**src/rtl/tok_pkg.sv**
```systemverilog
// Token definitions shared by the lexer and the token printer: kind codes,
// keyword byte tables and their lengths, and the printer's internal enums.
`timescale 1ns/1ps
package tok_pkg;

  // Kind codes carried in token bits [15:8]
  localparam logic [7:0] KIND_NUM   = 8'd0;
  localparam logic [7:0] KIND_CHAR  = 8'd1;
  localparam logic [7:0] KIND_FOR   = 8'd2;
  localparam logic [7:0] KIND_WHILE = 8'd3;

  localparam logic [7:0] ASCII_ZERO = 8'h30;

  // Keyword text lengths in bytes (unknown kinds render as one error byte)
  localparam logic [2:0] LEN_CHAR  = 3'd4;
  localparam logic [2:0] LEN_FOR   = 3'd3;
  localparam logic [2:0] LEN_WHILE = 3'd5;
  localparam logic [2:0] LEN_ERR   = 3'd1;

  // Collapsed token class; everything from kind 4 upward is CLS_ERR
  typedef enum logic [2:0] {
    CLS_NUM   = 3'd0,
    CLS_CHAR  = 3'd1,
    CLS_FOR   = 3'd2,
    CLS_WHILE = 3'd3,
    CLS_ERR   = 3'd4
  } tok_cls_e;

  typedef enum logic [1:0] {
    ST_IDLE = 2'd0,
    ST_EMIT = 2'd1,
    ST_SEP  = 2'd2
  } pr_state_e;

  function automatic tok_cls_e classify(input logic [7:0] kind);
    case (kind)
      KIND_NUM:   classify = CLS_NUM;
      KIND_CHAR:  classify = CLS_CHAR;
      KIND_FOR:   classify = CLS_FOR;
      KIND_WHILE: classify = CLS_WHILE;
      default:    classify = CLS_ERR;
    endcase
  endfunction

  // Number of text bytes for a token; NUM length is its decimal digit count
  function automatic logic [2:0] tok_len(input tok_cls_e cls, input logic [1:0] ndig);
    case (cls)
      CLS_NUM:   tok_len = {1'b0, ndig};
      CLS_CHAR:  tok_len = LEN_CHAR;
      CLS_FOR:   tok_len = LEN_FOR;
      CLS_WHILE: tok_len = LEN_WHILE;
      default:   tok_len = LEN_ERR;
    endcase
  endfunction

  // Keyword byte tables, indexed by byte position within the keyword
  function automatic logic [7:0] kw_byte(input tok_cls_e cls, input logic [2:0] idx);
    kw_byte = 8'h00;
    case (cls)
      CLS_CHAR: begin
        case (idx)
          3'd0:    kw_byte = 8'h63;
          3'd1:    kw_byte = 8'h68;
          3'd2:    kw_byte = 8'h61;
          default: kw_byte = 8'h72;
        endcase
      end
      CLS_FOR: begin
        case (idx)
          3'd0:    kw_byte = 8'h66;
          3'd1:    kw_byte = 8'h6f;
          default: kw_byte = 8'h72;
        endcase
      end
      CLS_WHILE: begin
        case (idx)
          3'd0:    kw_byte = 8'h77;
          3'd1:    kw_byte = 8'h68;
          3'd2:    kw_byte = 8'h69;
          3'd3:    kw_byte = 8'h6c;
          default: kw_byte = 8'h65;
        endcase
      end
      default: kw_byte = 8'h00;
    endcase
  endfunction

endpackage

```
**src/rtl/u8_to_dec.sv**
```systemverilog
// Combinational 8-bit to decimal split using compare-subtract (no divider),
// plus the number of significant digits for leading-zero suppression.
`timescale 1ns/1ps
module u8_to_dec (
  input  logic [7:0] val,
  output logic [3:0] hund,
  output logic [3:0] tens,
  output logic [3:0] ones,
  output logic [1:0] ndig
);

  // Peel off hundreds, then repeatedly subtract ten; the remainder is the ones digit
  always_comb begin : split
    logic [7:0] rem;
    hund = 4'd0;
    tens = 4'd0;
    rem  = val;
    if (rem >= 8'd200) begin
      hund = 4'd2;
      rem  = rem - 8'd200;
    end else if (rem >= 8'd100) begin
      hund = 4'd1;
      rem  = rem - 8'd100;
    end
    for (int k = 0; k < 9; k++) begin
      if (rem >= 8'd10) begin
        rem  = rem - 8'd10;
        tens = tens + 4'd1;
      end
    end
    ones = rem[3:0];
    if (val >= 8'd100)     ndig = 2'd3;
    else if (val >= 8'd10) ndig = 2'd2;
    else                   ndig = 2'd1;
  end

endmodule

```
**src/rtl/token_printer.sv**
```systemverilog
// Renders 16-bit tokens {kind, value} back into ASCII: keyword text or the
// decimal value, followed by one separator byte. Valid/ready on both sides.
`timescale 1ns/1ps
module token_printer
  import tok_pkg::*;
#(
  parameter logic [7:0] SEP      = 8'h20,
  parameter logic [7:0] ERR_CHAR = 8'h3f
) (
  input  logic        CLK,
  input  logic        RST,
  input  logic        I_VALID,
  output logic        I_READY,
  input  logic [15:0] I_DATA,
  output logic        O_VALID,
  input  logic        O_READY,
  output logic [7:0]  O_DATA
);

  pr_state_e  state_q, state_d;
  tok_cls_e   cls_q, cls_d;
  logic [3:0] hund_q, hund_d;
  logic [3:0] tens_q, tens_d;
  logic [3:0] ones_q, ones_d;
  logic [1:0] ndig_q, ndig_d;
  logic [2:0] idx_q, idx_d;
  logic [7:0] o_data_q, o_data_d;
  logic       o_valid_q, o_valid_d;

  // Digits of the incoming value, valid while the token is on I_DATA
  logic [3:0] in_hund, in_tens, in_ones;
  logic [1:0] in_ndig;
  tok_cls_e   in_cls;
  logic [2:0] len_q;

  u8_to_dec u_dec (
    .val  (I_DATA[7:0]),
    .hund (in_hund),
    .tens (in_tens),
    .ones (in_ones),
    .ndig (in_ndig)
  );

  assign in_cls  = classify(I_DATA[15:8]);
  assign len_q   = tok_len(cls_q, ndig_q);
  assign I_READY = (state_q == ST_IDLE) && !RST;
  assign O_VALID = o_valid_q;
  assign O_DATA  = o_data_q;

  // Byte at position idx of a token's text. For NUM the position is shifted
  // by the suppressed leading zeros so idx 0 is always the first printed digit.
  function automatic logic [7:0] text_byte(
    input tok_cls_e   cls,
    input logic [2:0] idx,
    input logic [3:0] h,
    input logic [3:0] t,
    input logic [3:0] o,
    input logic [1:0] nd
  );
    logic [2:0] pos;
    logic [3:0] dig;
    pos = idx + 3'd3 - {1'b0, nd};
    case (pos)
      3'd0:    dig = h;
      3'd1:    dig = t;
      default: dig = o;
    endcase
    case (cls)
      CLS_NUM: text_byte = ASCII_ZERO + {4'd0, dig};
      CLS_ERR: text_byte = ERR_CHAR;
      default: text_byte = kw_byte(cls, idx);
    endcase
  endfunction

  // Next-state and output-register logic for the IDLE/EMIT/SEP sequencer
  always_comb begin
    state_d   = state_q;
    cls_d     = cls_q;
    hund_d    = hund_q;
    tens_d    = tens_q;
    ones_d    = ones_q;
    ndig_d    = ndig_q;
    idx_d     = idx_q;
    o_data_d  = o_data_q;
    o_valid_d = o_valid_q;
    case (state_q)
      ST_IDLE: begin
        if (I_VALID) begin
          // First byte goes out on the accept edge; idx then points at byte 1
          cls_d     = in_cls;
          hund_d    = in_hund;
          tens_d    = in_tens;
          ones_d    = in_ones;
          ndig_d    = in_ndig;
          idx_d     = 3'd1;
          o_data_d  = text_byte(in_cls, 3'd0, in_hund, in_tens, in_ones, in_ndig);
          o_valid_d = 1'b1;
          state_d   = ST_EMIT;
        end
      end
      ST_EMIT: begin
        if (o_valid_q && O_READY) begin
          if (idx_q == len_q) begin
            o_data_d = SEP;
            state_d  = ST_SEP;
          end else begin
            o_data_d = text_byte(cls_q, idx_q, hund_q, tens_q, ones_q, ndig_q);
            idx_d    = idx_q + 3'd1;
          end
        end
      end
      ST_SEP: begin
        if (o_valid_q && O_READY) begin
          o_valid_d = 1'b0;
          idx_d     = 3'd0;
          state_d   = ST_IDLE;
        end
      end
      default: begin
        o_valid_d = 1'b0;
        state_d   = ST_IDLE;
      end
    endcase
  end

  // State registers; reset aborts any token in flight
  always_ff @(posedge CLK) begin
    if (RST) begin
      state_q   <= ST_IDLE;
      cls_q     <= CLS_NUM;
      hund_q    <= 4'd0;
      tens_q    <= 4'd0;
      ones_q    <= 4'd0;
      ndig_q    <= 2'd0;
      idx_q     <= 3'd0;
      o_data_q  <= 8'h00;
      o_valid_q <= 1'b0;
    end else begin
      state_q   <= state_d;
      cls_q     <= cls_d;
      hund_q    <= hund_d;
      tens_q    <= tens_d;
      ones_q    <= ones_d;
      ndig_q    <= ndig_d;
      idx_q     <= idx_d;
      o_data_q  <= o_data_d;
      o_valid_q <= o_valid_d;
    end
  end

endmodule

```
**config.mk**
```make
export PLATFORM = sky130hd
export DESIGN_NAME = token_printer
export DESIGN_NICKNAME = d
export VERILOG_FILES = /design/src/rtl/tok_pkg.sv /design/src/rtl/u8_to_dec.sv /design/src/rtl/token_printer.sv
export SDC_FILE = /design/constraint.sdc
export NUM_CORES = 1
export LEC_CHECK = 0
export BUFFER_PORTS_ARGS = -buffer_cell sky130_fd_sc_hd__buf_2
export CORE_MARGIN = 5
export CORE_UTILIZATION = 39
export DETAILED_ROUTE_END_ITERATION = 12
export PLACE_DENSITY_LB_ADDON = 0.05
export SYNTH_ARGS = -nofsm -noshare
export SYNTH_HDL_FRONTEND = slang
export SYNTH_SLANG_ARGS = --single-unit
```
**constraint.sdc**
```tcl
create_clock -name CLK -period 22.6 [get_ports CLK]
set_input_delay 3.39 -clock CLK [delete_from_list [all_inputs] [get_ports CLK]]
set_output_delay 3.39 -clock CLK [all_outputs]
set_load 0.02 [all_outputs]
```
==> results by group, run 1 <==
Run status
  – Status: completed

Synth
  – Synthesis-stage register bit count: 28
  – Area contributors post-synth: dfxtp_1 (11%), ha_1 (7.9%), nand2_1 (5.8%)
  – Mapped Area: 5250 um2
  – Yosys warns: 0
  – Synthesized area per cell: 7.38 um2
  – Post-Syn Nets: 764
  – Post-synth top cells: nand2_1 (81), nor2_1 (73), a21oi_1 (37)
  – Most common cell in the netlist: nand2_1
  – Cells after Synth: 711
  – Async S/R FF share, synth: 0
  – Top-area cell type share of the netlist area: 0.107
  – Yosys top cell by area: dfxtp_1
  – Synth Flop Type: dfxtp_1
  – Register area share after synthesis: 0.107
  – Synth unique cells: 97
  – Post-synth EDFFs: 0

CTS
  – Post-CTS Hold Fix Bufs: 0
  – TritonCTS Sinks: 28
  – CTS root buf: clkbuf_16
  – PostCTS Resize Cnt: 0
  – Latest clock arrival within the worst-skew pair: 0.26 ns
  – Clock buffer depth: 2
  – H-tree depth: 1
  – Reg clk slew, reported paths: 0.07 ns
  – Total CTS buffers: 3
  – CTS tree: done
  – Postcts setup bufs: 0

Floorplanning
  – Die X: 126 um
  – Core Rows: 42
  – Die area: 15900 um2
  – Core Area: 13200 um2
  – Die Y: 126 um
  – I/O Pins: 30
  – Starting Density: 0.396

Finish
  – Diode count: 0
  – Nets@finish: 770
  – Area grow syn2layout: 5.77%
  – Fraction of layout cells with a size suffix above 1: 0.123
  – Layout Cells excl Fill: 891

Setup path
  – Crit path max-delay family: compound AO/OA/AOI/OAI gates
  – Critical-path top delay cell: mux2i_1
  – WS Path Type: in -> reg
  – Critical Path Sink Type: flip-flop
  – Worst EP arrival: 14.11 ns
  – Crit start category: input port
  – WP data required: 22.76 ns
  – Cell mode on critical path: ha_1
  – Crit-path max cell delay: 0.59 ns
  – Crit Path Max Fanout: 13
  – Crit path buffers/inverters: 4

STA
  – Slew headroom: 0.210
  – Worst-Margin Slew: 1.17 ns
  – Tcrit/Tclk final: 0.617
  – Final setup violation count: 0
  – Final min period: 13.95 ns
  – Fin. max-slew vios: 0
  – RSZ-0062 raised after global routing: false
  – Sum Neg Setup Slack: 0 ns
  – Max Freq: 71.7 MHz
  – WHS: 0.460 ns
  – Final hold vios: 0
  – Final worst slack: 8.65 ns
  – Setup Skew: 0.00527 ns

Routing
  – Antenna-violating nets left: 0
  – Final routed DRC violation total: 0
  – Wire per inst: 17.1 um
  – DR pass1 iterations: 5
  – Vias per cell: 6.18
  – Vias: 5502
  – DRT iter0 DRCs: 429
  – Total Wirelength: 15300 um

Job
  – Max Cap Violations: 0

Worst hold path
  – Hold WC Path Type: reg -> reg

Placed design
  – Placed Cells incl. Taps: 888
  – PortBufs: 28
  – DPL Wire Length: 12300 um
  – Place WS: 8.57 ns
  – GPL Wtd Cong: 0.908

Global routing
  – First-pass GRT wire length: 25200 um
  – Vias in the first global route: 5057
  – Initial antenna violation count: 0
  – Total GRT Usage: 0.183
  – Global route total overflow: 0
  – Largest net degree at the start of global routing: 33
## placed cells by master (no fill, tap or decap), types with 4 or more instances in the layout
cell      count
o21ai_0      33
o221ai_1      5
ha_1         33
nor3_1       21
xor2_1        5
and3_1       10
or3_1         9
o22ai_1       7
nor4_1        4
a211oi_1     21
nand2b_1     11
inv_1        24
xnor2_1      26
a21oi_2       6
o211a_1       7
o32a_1        4
o31ai_1       5
nand3_1      18
o211ai_1     15
a211oi_2      5
and2_1       13
o31a_1        5
nand3b_1      4
a31oi_1      17
nor3b_1       5
nand2_1      81
nor2b_1       9
a21o_1        9
o311ai_0      5
a21oi_1      37
mux2i_1      15
mux2_2        9
buf_2        28
a211o_1       5
nor2_1       73
dfxtp_1      28
## metal layers
metal,track usage,share of wire
met5,0,0
met1,0.256,0.48
met2,0.319,0.47
met3,0.0110,0.038
met4,0.0259,0.0096
## through the flow
step | utilization | cell area (um2)
2_1_floorplan | - | 5250
3_3_place_gp | 0.414 | 5480
3_5_place_dp | 0.414 | 5480
4_1_cts | 0.419 | 5550
5_1_grt | 0.419 | 5550
6_report | 0.419 | 5550
## area by class of cell
type | count | area (um2)
Timing Repair Buffer | 29 | 148
Inverter | 24 | 90.1
Tap cell | 176 | 220
Clock buffer | 3 | 75.1
Sequential cell | 28 | 561
Fill cell | 1394 | 7690
Multi-Input combinational cell | 631 | 4460
## flip-flops by register name (all words and copies together), names as in the netlist
signal and cells:
O_VALID 1, tens_q 4, idx_q 3, cls_q 3
O_DATA 7, hund_q 2, ndig_q 2, ones_q 4
state_q 2
## final timing paths
| kind | startpoint | to | slack [ns] | depth (start not counted) |
|---|---|---|---|---|
| setup reg to reg | idx_q[1] | O_DATA[2] | 19.59 | 13 |
| hold reg to reg | ones_q[0] | ones_q[0] | 0.46 | 2 |
| hold / removal | ones_q[0] | ones_q[0] | 0.46 | 2 |
| setup / recovery | I_DATA[3] | O_DATA[1] | 8.65 | 42 |
## cells by family after synthesis
| group | after synthesis | share of synthesized area |
|---|---|---|
| buf+inv | 52 | 0.0439 |
| flops | 28 | 0.107 |
| other cells | 1 | 0.000714 |
| mux | 27 | 0.0562 |
| fa+ha+maj | 33 | 0.0786 |
| xor+xnor | 33 | 0.0591 |
| compound gates | 254 | 0.384 |
| simple gates | 283 | 0.270 |
## worst min-delay path, delay by kind of cell (launching register included)
kind             cells  cell delay [ns]
AO/OA/AOI/OAI        1             0.05
flip-flops           1             0.31
AND/OR/NAND/NOR      1             0.05
Power of run 1 is not shown: default switching activity piles up to over one toggle a cycle in this logic, so the estimate is an artifact.
==> inputs of run 2 (changes only) <==
==> constraint.sdc (replaced) <==
create_clock -name CLK -period 14.1 [get_ports CLK]
set_input_delay 2.115 -clock CLK [delete_from_list [all_inputs] [get_ports CLK]]
set_output_delay 2.115 -clock CLK [all_outputs]
set_load 0.02 [all_outputs]
==> run 2 against run 1 <==
Net effect:
- largest cell class unchanged
- die area unchanged
- sequential share of layout area about the same
- utilization increased by 0.10 points
==> results by group, run 2 (synthesized netlist as in run 1, its figures left out) <==
Floorplanning
  – Starting Density: 0.396 (unchanged)
  – Core Area: 13200 um2 (unchanged)
  – Core Rows: 42 (unchanged)
  – Die Y: 126 um (unchanged)
  – Die area: 15900 um2 (unchanged)
  – Die X: 126 um (unchanged)
  – I/O Pins: 30 (unchanged)

Routing
  – Vias: 5433 (-1.3%)
  – DRT iter0 DRCs: 418 (-2.6%)
  – Vias per cell: 6.09 (-1.4%)
  – DR pass1 iterations: 5 (unchanged)
  – Wire per inst: 16.9 um (-1.3%)
  – Final routed DRC violation total: 0 (unchanged)
  – Total Wirelength: 15100 um (-1.2%)
  – Antenna-violating nets left: 0 (unchanged)

Finish
  – Fraction of layout cells with a size suffix above 1: 0.124 (+0.00122)
  – Diode count: 0 (unchanged)
  – Max reg flops: 7 (unchanged)
  – Commonest non-fill, non-tap cell in the layout: nand2_1
  – Commonest cells after routing, fill and taps aside: nand2_1 (81), nor2_1 (73), a21oi_1 (37), o21ai_0 (33), ha_1 (33)
  – # fillers: 1416 (+1.6%)
  – Area grow syn2layout: 6.03%
  – Nets@finish: 770 (unchanged)

Setup path
  – Cell mode on critical path: ha_1
  – WP data required: 14.26 ns (-8.50 ns)
  – R2R depth: 13 (unchanged)
  – Crit Path Max Fanout: 13 (unchanged)
  – WS Path Type: in -> reg
  – Critical Path Sink Type: flip-flop
  – R2R setup slack: 11.09 ns (-8.50 ns)
  – Worst EP arrival: 12.78 ns (-1.33 ns)
  – Crit-path max cell delay: 1.02 ns (+0.43 ns)
  – Crit path max-delay family: compound AO/OA/AOI/OAI gates
  – Crit start category: input port
  – Crit path buffers/inverters: 3 (-1)
  – FF-to-FF End: O_DATA[2]
  – Critical-path top delay cell: o311ai_0
  – Worst r2r src: idx_q[1]

Global routing
  – Met3 Resource Use GR: 0.00974 (-0.00127)
  – Global route total overflow: 0 (unchanged)
  – Vias in the first global route: 5067 (+0.20%)
  – GRT met2 Usage: 0.311 (-0.00720)
  – GR Layer Usage met1: 0.263 (+0.00771)
  – Initial antenna violation count: 0 (unchanged)
  – Total GRT Usage: 0.186 (+0.00255)
  – First-pass GRT wire length: 25500 um (+1.3%)
  – Largest net degree at the start of global routing: 33 (unchanged)
  – GR peak layer: met2

Worst hold path
  – Worst hold start: tens_q[1]
  – Worst hold endpoint: tens_q[1]
  – Hold WC Path Type: reg -> reg
  – Worst Hold Path Cells: 2 (unchanged)

STA
  – Max Freq: 79.2 MHz
  – Fin. max-slew vios: 0 (unchanged)
  – Setup Skew: 0.00648 ns (+0.00121 ns)
  – Final hold vios: 0 (unchanged)
  – Sum Neg Setup Slack: 0 ns (unchanged)
  – Worst-Margin Slew: 1.25 ns (+0.0811 ns)
  – RSZ-0062 raised after global routing: false
  – Tcrit/Tclk final: 0.895
  – Final setup violation count: 0 (unchanged)
  – Final min period: 12.62 ns
  – Slew headroom: 0.156 (-0.0547)

CTS
  – Latest clock arrival within the worst-skew pair: 0.26 ns (about the same)
  – Postcts setup bufs: 0 (unchanged)
  – PostCTS Resize Cnt: 0 (unchanged)
  – TritonCTS Sinks: 28 (unchanged)
  – CTS root buf: clkbuf_16
  – Clock buffer depth: 2 (unchanged)
  – Post-CTS Hold Fix Bufs: 0 (unchanged)
  – Total CTS buffers: 3 (unchanged)
  – CTS tree: done
  – Reg clk slew, reported paths: 0.07 ns (about the same)
  – H-tree depth: 1 (unchanged)

Placed design
  – PortBufs: 28 (unchanged)
  – DPL Wire Length: 12200 um (-0.74%)
  – GPL Wtd Cong: 0.908 (about the same)

Job
  – Max Cap Violations: 0 (unchanged)

Run status
  – Status: completed
==> run 2: cell types whose count changed in the layout (fill, tap and decap cells not counted), sizes merged <==
cell    delta
clkbuf     +1
==> run 2: how the worst max path moves through the flow <==
stage	start	end	slack [ns]	cells past startpoint
floorplan	I_DATA[3]	O_DATA[1]	2.84	45
global placement	I_DATA[3]	O_DATA[1]	1.59	40
detailed placement	I_DATA[3]	O_DATA[1]	1.34	40
CTS	I_DATA[3]	O_DATA[1]	1.60	43
global route	I_DATA[3]	O_DATA[1]	0.40	43
finish	I_DATA[3]	O_DATA[1]	1.48	40
==> run 2: final cells by class <==
type	count	area (um2)	area share
inverters	24	90.1	0.0162
clock buffers	4	88.8	0.0160
flip-flops and latches	28	561	0.101
repair buffers	29	148	0.0265
multi-input cells	631	4460	0.801
well taps	176	220	0.0396
==> run 2: layer usage <==
metal / part of all wire / wire (um) / vias to the layer above
met5: 0 / 0 / -
met4: 0.019 / 294 / 0
met3: 0.026 / 392 / 22
met2: 0.47 / 7050 / 101
met1: 0.49 / 7360 / 2564
li1: - / - / 2746
==> run 2: per-stage QoR <==
stage | util | area, um2 | cells | worst slack (ns) | hold WS, ns
final | 0.420 | 5570 | 892 | 1.48 | 0.462
after global routing | 0.420 | 5570 | 892 | 0.402 | 0.486
after floorplan | - | 5250 | 711 | 2.84 | 0.436
after global placement | 0.414 | 5480 | 888 | 1.59 | 0.447
after detailed placement | 0.414 | 5480 | 888 | 1.34 | 0.451
after CTS | 0.420 | 5570 | 892 | 1.60 | 0.461
==> run 2: worst reg2reg max path, delay by kind of cell (launching register included) <==
family	cells	cell delay [ns]
AOI/OAI and AO/OA	6	1.07
xor gates and xnor gates	2	0.26
adders and majority gates	2	0.51
buffers and inverters	1	0.05
DFF	1	0.48
and+or+nand+nor	2	0.53
Power of run 2 is left out for the same reason.
==> inputs of run 3 (changes only) <==
--- a/config.mk
+++ b/config.mk
@@ -7,7 +7,7 @@
 export LEC_CHECK = 0
 export BUFFER_PORTS_ARGS = -buffer_cell sky130_fd_sc_hd__buf_2
 export CORE_MARGIN = 5
-export CORE_UTILIZATION = 39
+export CORE_UTILIZATION = 45
 export DETAILED_ROUTE_END_ITERATION = 12
 export PLACE_DENSITY_LB_ADDON = 0.05
 export SYNTH_ARGS = -nofsm -noshare
==> run 3 against run 2 <==
Net effect:
- critical path depth up 2
- highest routed layer unchanged
- hold slack worse by 0.0053 ns
- critical endpoint unchanged
- design area down 0.74%
- register-to-register slack worse by 0.06 ns
- utilization up 6.4 points
- critical path type unchanged
==> results by group, run 3 (synthesized netlist as in run 1, its figures left out) <==
CTS
  – TritonCTS Sinks: 28 (unchanged)
  – PostCTS Resize Cnt: 0 (unchanged)
  – Post-CTS Hold Fix Bufs: 0 (unchanged)
  – CTS root buf: clkbuf_16
  – H-tree depth: 1 (unchanged)
  – Postcts setup bufs: 0 (unchanged)
  – Reg clk slew, reported paths: 0.07 ns (about the same)
  – Total CTS buffers: 3 (unchanged)
  – Latest clock arrival within the worst-skew pair: 0.26 ns (about the same)
  – CTS tree: done
  – Clock buffer depth: 2 (unchanged)

Routing
  – Antenna-violating nets left: 0 (unchanged)
  – Vias: 5401 (-0.59%)
  – Wire per inst: 17.2 um (+1.4%)
  – DR pass1 iterations: 5 (unchanged)
  – Final routed DRC violation total: 0 (unchanged)
  – DRT iter0 DRCs: 326 (-22%)
  – Total Wirelength: 14700 um (-2.3%)
  – Vias per cell: 6.29 (+3.2%)

STA
  – RSZ-0062 raised after global routing: false
  – Worst-Margin Slew: 1.07 ns (-0.178 ns)
  – Setup Skew: 0.00571 ns (-0.000771 ns)
  – Final hold vios: 0 (unchanged)
  – Final min period: 12.50 ns (-0.123 ns)
  – Tcrit/Tclk final: 0.887 (-0.00875)
  – Slew headroom: 0.276 (+0.120)
  – Final setup violation count: 0 (unchanged)
  – Final worst slack: 1.60 ns (+0.123 ns)
  – Max Freq: 80.0 MHz (+0.99%)
  – Sum Neg Setup Slack: 0 ns (unchanged)
  – Fin. max-slew vios: 0 (unchanged)

Setup path
  – CP Depth: 42 (+5.0%)
  – Worst r2r src: idx_q[1]
  – Critical-path top delay cell: or3_1
  – R2R setup slack: 11.03 ns (-0.06 ns)
  – Crit Path Max Fanout: 13 (unchanged)
  – Beginning of the critical path: I_DATA[3]
  – Cell mode on critical path: ha_1
  – FF-to-FF End: O_DATA[2]
  – WS Path Type: in -> reg
  – End of the critical path: O_DATA[1]
  – Critical Path Sink Type: flip-flop
  – Crit start category: input port
  – Crit path max-delay family: compound AO/OA/AOI/OAI gates
  – R2R depth: 13 (unchanged)
  – Worst EP arrival: 12.66 ns (-0.12 ns)
  – Crit-path max cell delay: 0.53 ns (-0.49 ns)
  – Crit path buffers/inverters: 4 (+1)
  – WP data required: 14.26 ns (about the same)

Global routing
  – Largest net degree at the start of global routing: 33 (unchanged)
  – Initial antenna violation count: 0 (unchanged)
  – Global route total overflow: 0 (unchanged)
  – Total GRT Usage: 0.202 (+0.0163)
  – Vias in the first global route: 5244 (+3.5%)
  – First-pass GRT wire length: 24900 um (-2.4%)

Finish
  – Area grow syn2layout: 5.24%
  – Fraction of layout cells with a size suffix above 1: 0.124 (unchanged)
  – Layout Cells excl Fill: 859 (-3.7%)
  – Commonest cells after routing, fill and taps aside: nand2_1 (81), nor2_1 (73), a21oi_1 (37), o21ai_0 (33), ha_1 (33)
  – Commonest non-fill, non-tap cell in the layout: nand2_1
  – Diode count: 0 (unchanged)
  – Max reg flops: 7 (unchanged)
  – Nets@finish: 770 (unchanged)

Placed design
  – Place WS: 1.47 ns (+0.121 ns)
  – PortBufs: 28 (unchanged)
  – GPL Wtd Cong: 0.886 (-2.4%)
  – DPL Wire Length: 11700 um (-3.8%)
  – Placed Cells incl. Taps: 855 (-3.7%)

Worst hold path
  – Hold WC Path Type: reg -> reg

Floorplanning
  – Starting Density: 0.460 (+0.0633)
  – Core Area: 11400 um2 (-14%)
  – Core Rows: 39 (-7.1%)
  – I/O Pins: 30 (unchanged)
  – Die area: 13900 um2 (-12%)
  – Die Y: 118 um (-6.4%)
  – Die X: 118 um (-6.4%)

Job
  – Max Cap Violations: 0 (unchanged)

Run status
  – Status: completed
==> run 3: cell counts in the layout (fill, tap and decap cells not counted) <==
Identical to the previous run, type by type.
==> run 3: worst register-to-register path, stage by stage (launching register included) <==
cell,delay (ns)
dfxtp_1,0.48
ha_1,0.30
ha_1,0.21
xnor2_1,0.13
xnor2_1,0.13
nor2_1,0.48
a21oi_1,0.14
o21ai_0,0.17
nand2_1,0.06
a21boi_0,0.27
a211o_1,0.23
inv_1,0.05
a31oi_1,0.19
o41ai_2,0.11
==> run 3: area by class of cell <==
type | count | area, um2
fillers | 1153 | 5890
multi-input cells | 631 | 4460
flip-flops and latches | 28 | 561
well taps | 143 | 179
repair buffers | 29 | 148
inverters | 24 | 90.1
clock buffers | 4 | 88.8
==> run 3: worst min path at each step <==
| stage | startpoint | end | slack (ns) | cells after the start |
|---|---|---|---|---|
| final | tens_q[1] | tens_q[1] | 0.46 | 2 |
| after global routing | tens_q[1] | tens_q[1] | 0.49 | 2 |
| after CTS | tens_q[1] | tens_q[1] | 0.46 | 2 |
| after detailed placement | tens_q[1] | tens_q[1] | 0.45 | 2 |
| after global placement | tens_q[1] | tens_q[1] | 0.45 | 2 |
| after floorplan | hund_q[1] | hund_q[1] | 0.44 | 2 |
==> run 3: through the flow <==
stage / cell area [um2] / hold slack [ns] / util
2_1_floorplan: 5250 / 0.436 / -
3_3_place_gp: 5440 / 0.445 / 0.476
3_5_place_dp: 5440 / 0.449 / 0.476
4_1_cts: 5530 / 0.459 / 0.484
5_1_grt: 5530 / 0.493 / 0.484
6_report: 5530 / 0.457 / 0.484
==> run 3: metal layers <==
layer / vias up / GRT usage / routed length [um]
li1: 2751 / - / -
met1: 2544 / 0.277 / 7040
met2: 94 / 0.348 / 7050
met3: 12 / 0.0154 / 480
met4: 0 / 0.0387 / 171
met5: - / 0 / 0
Power of run 3 is left out for the same reason.
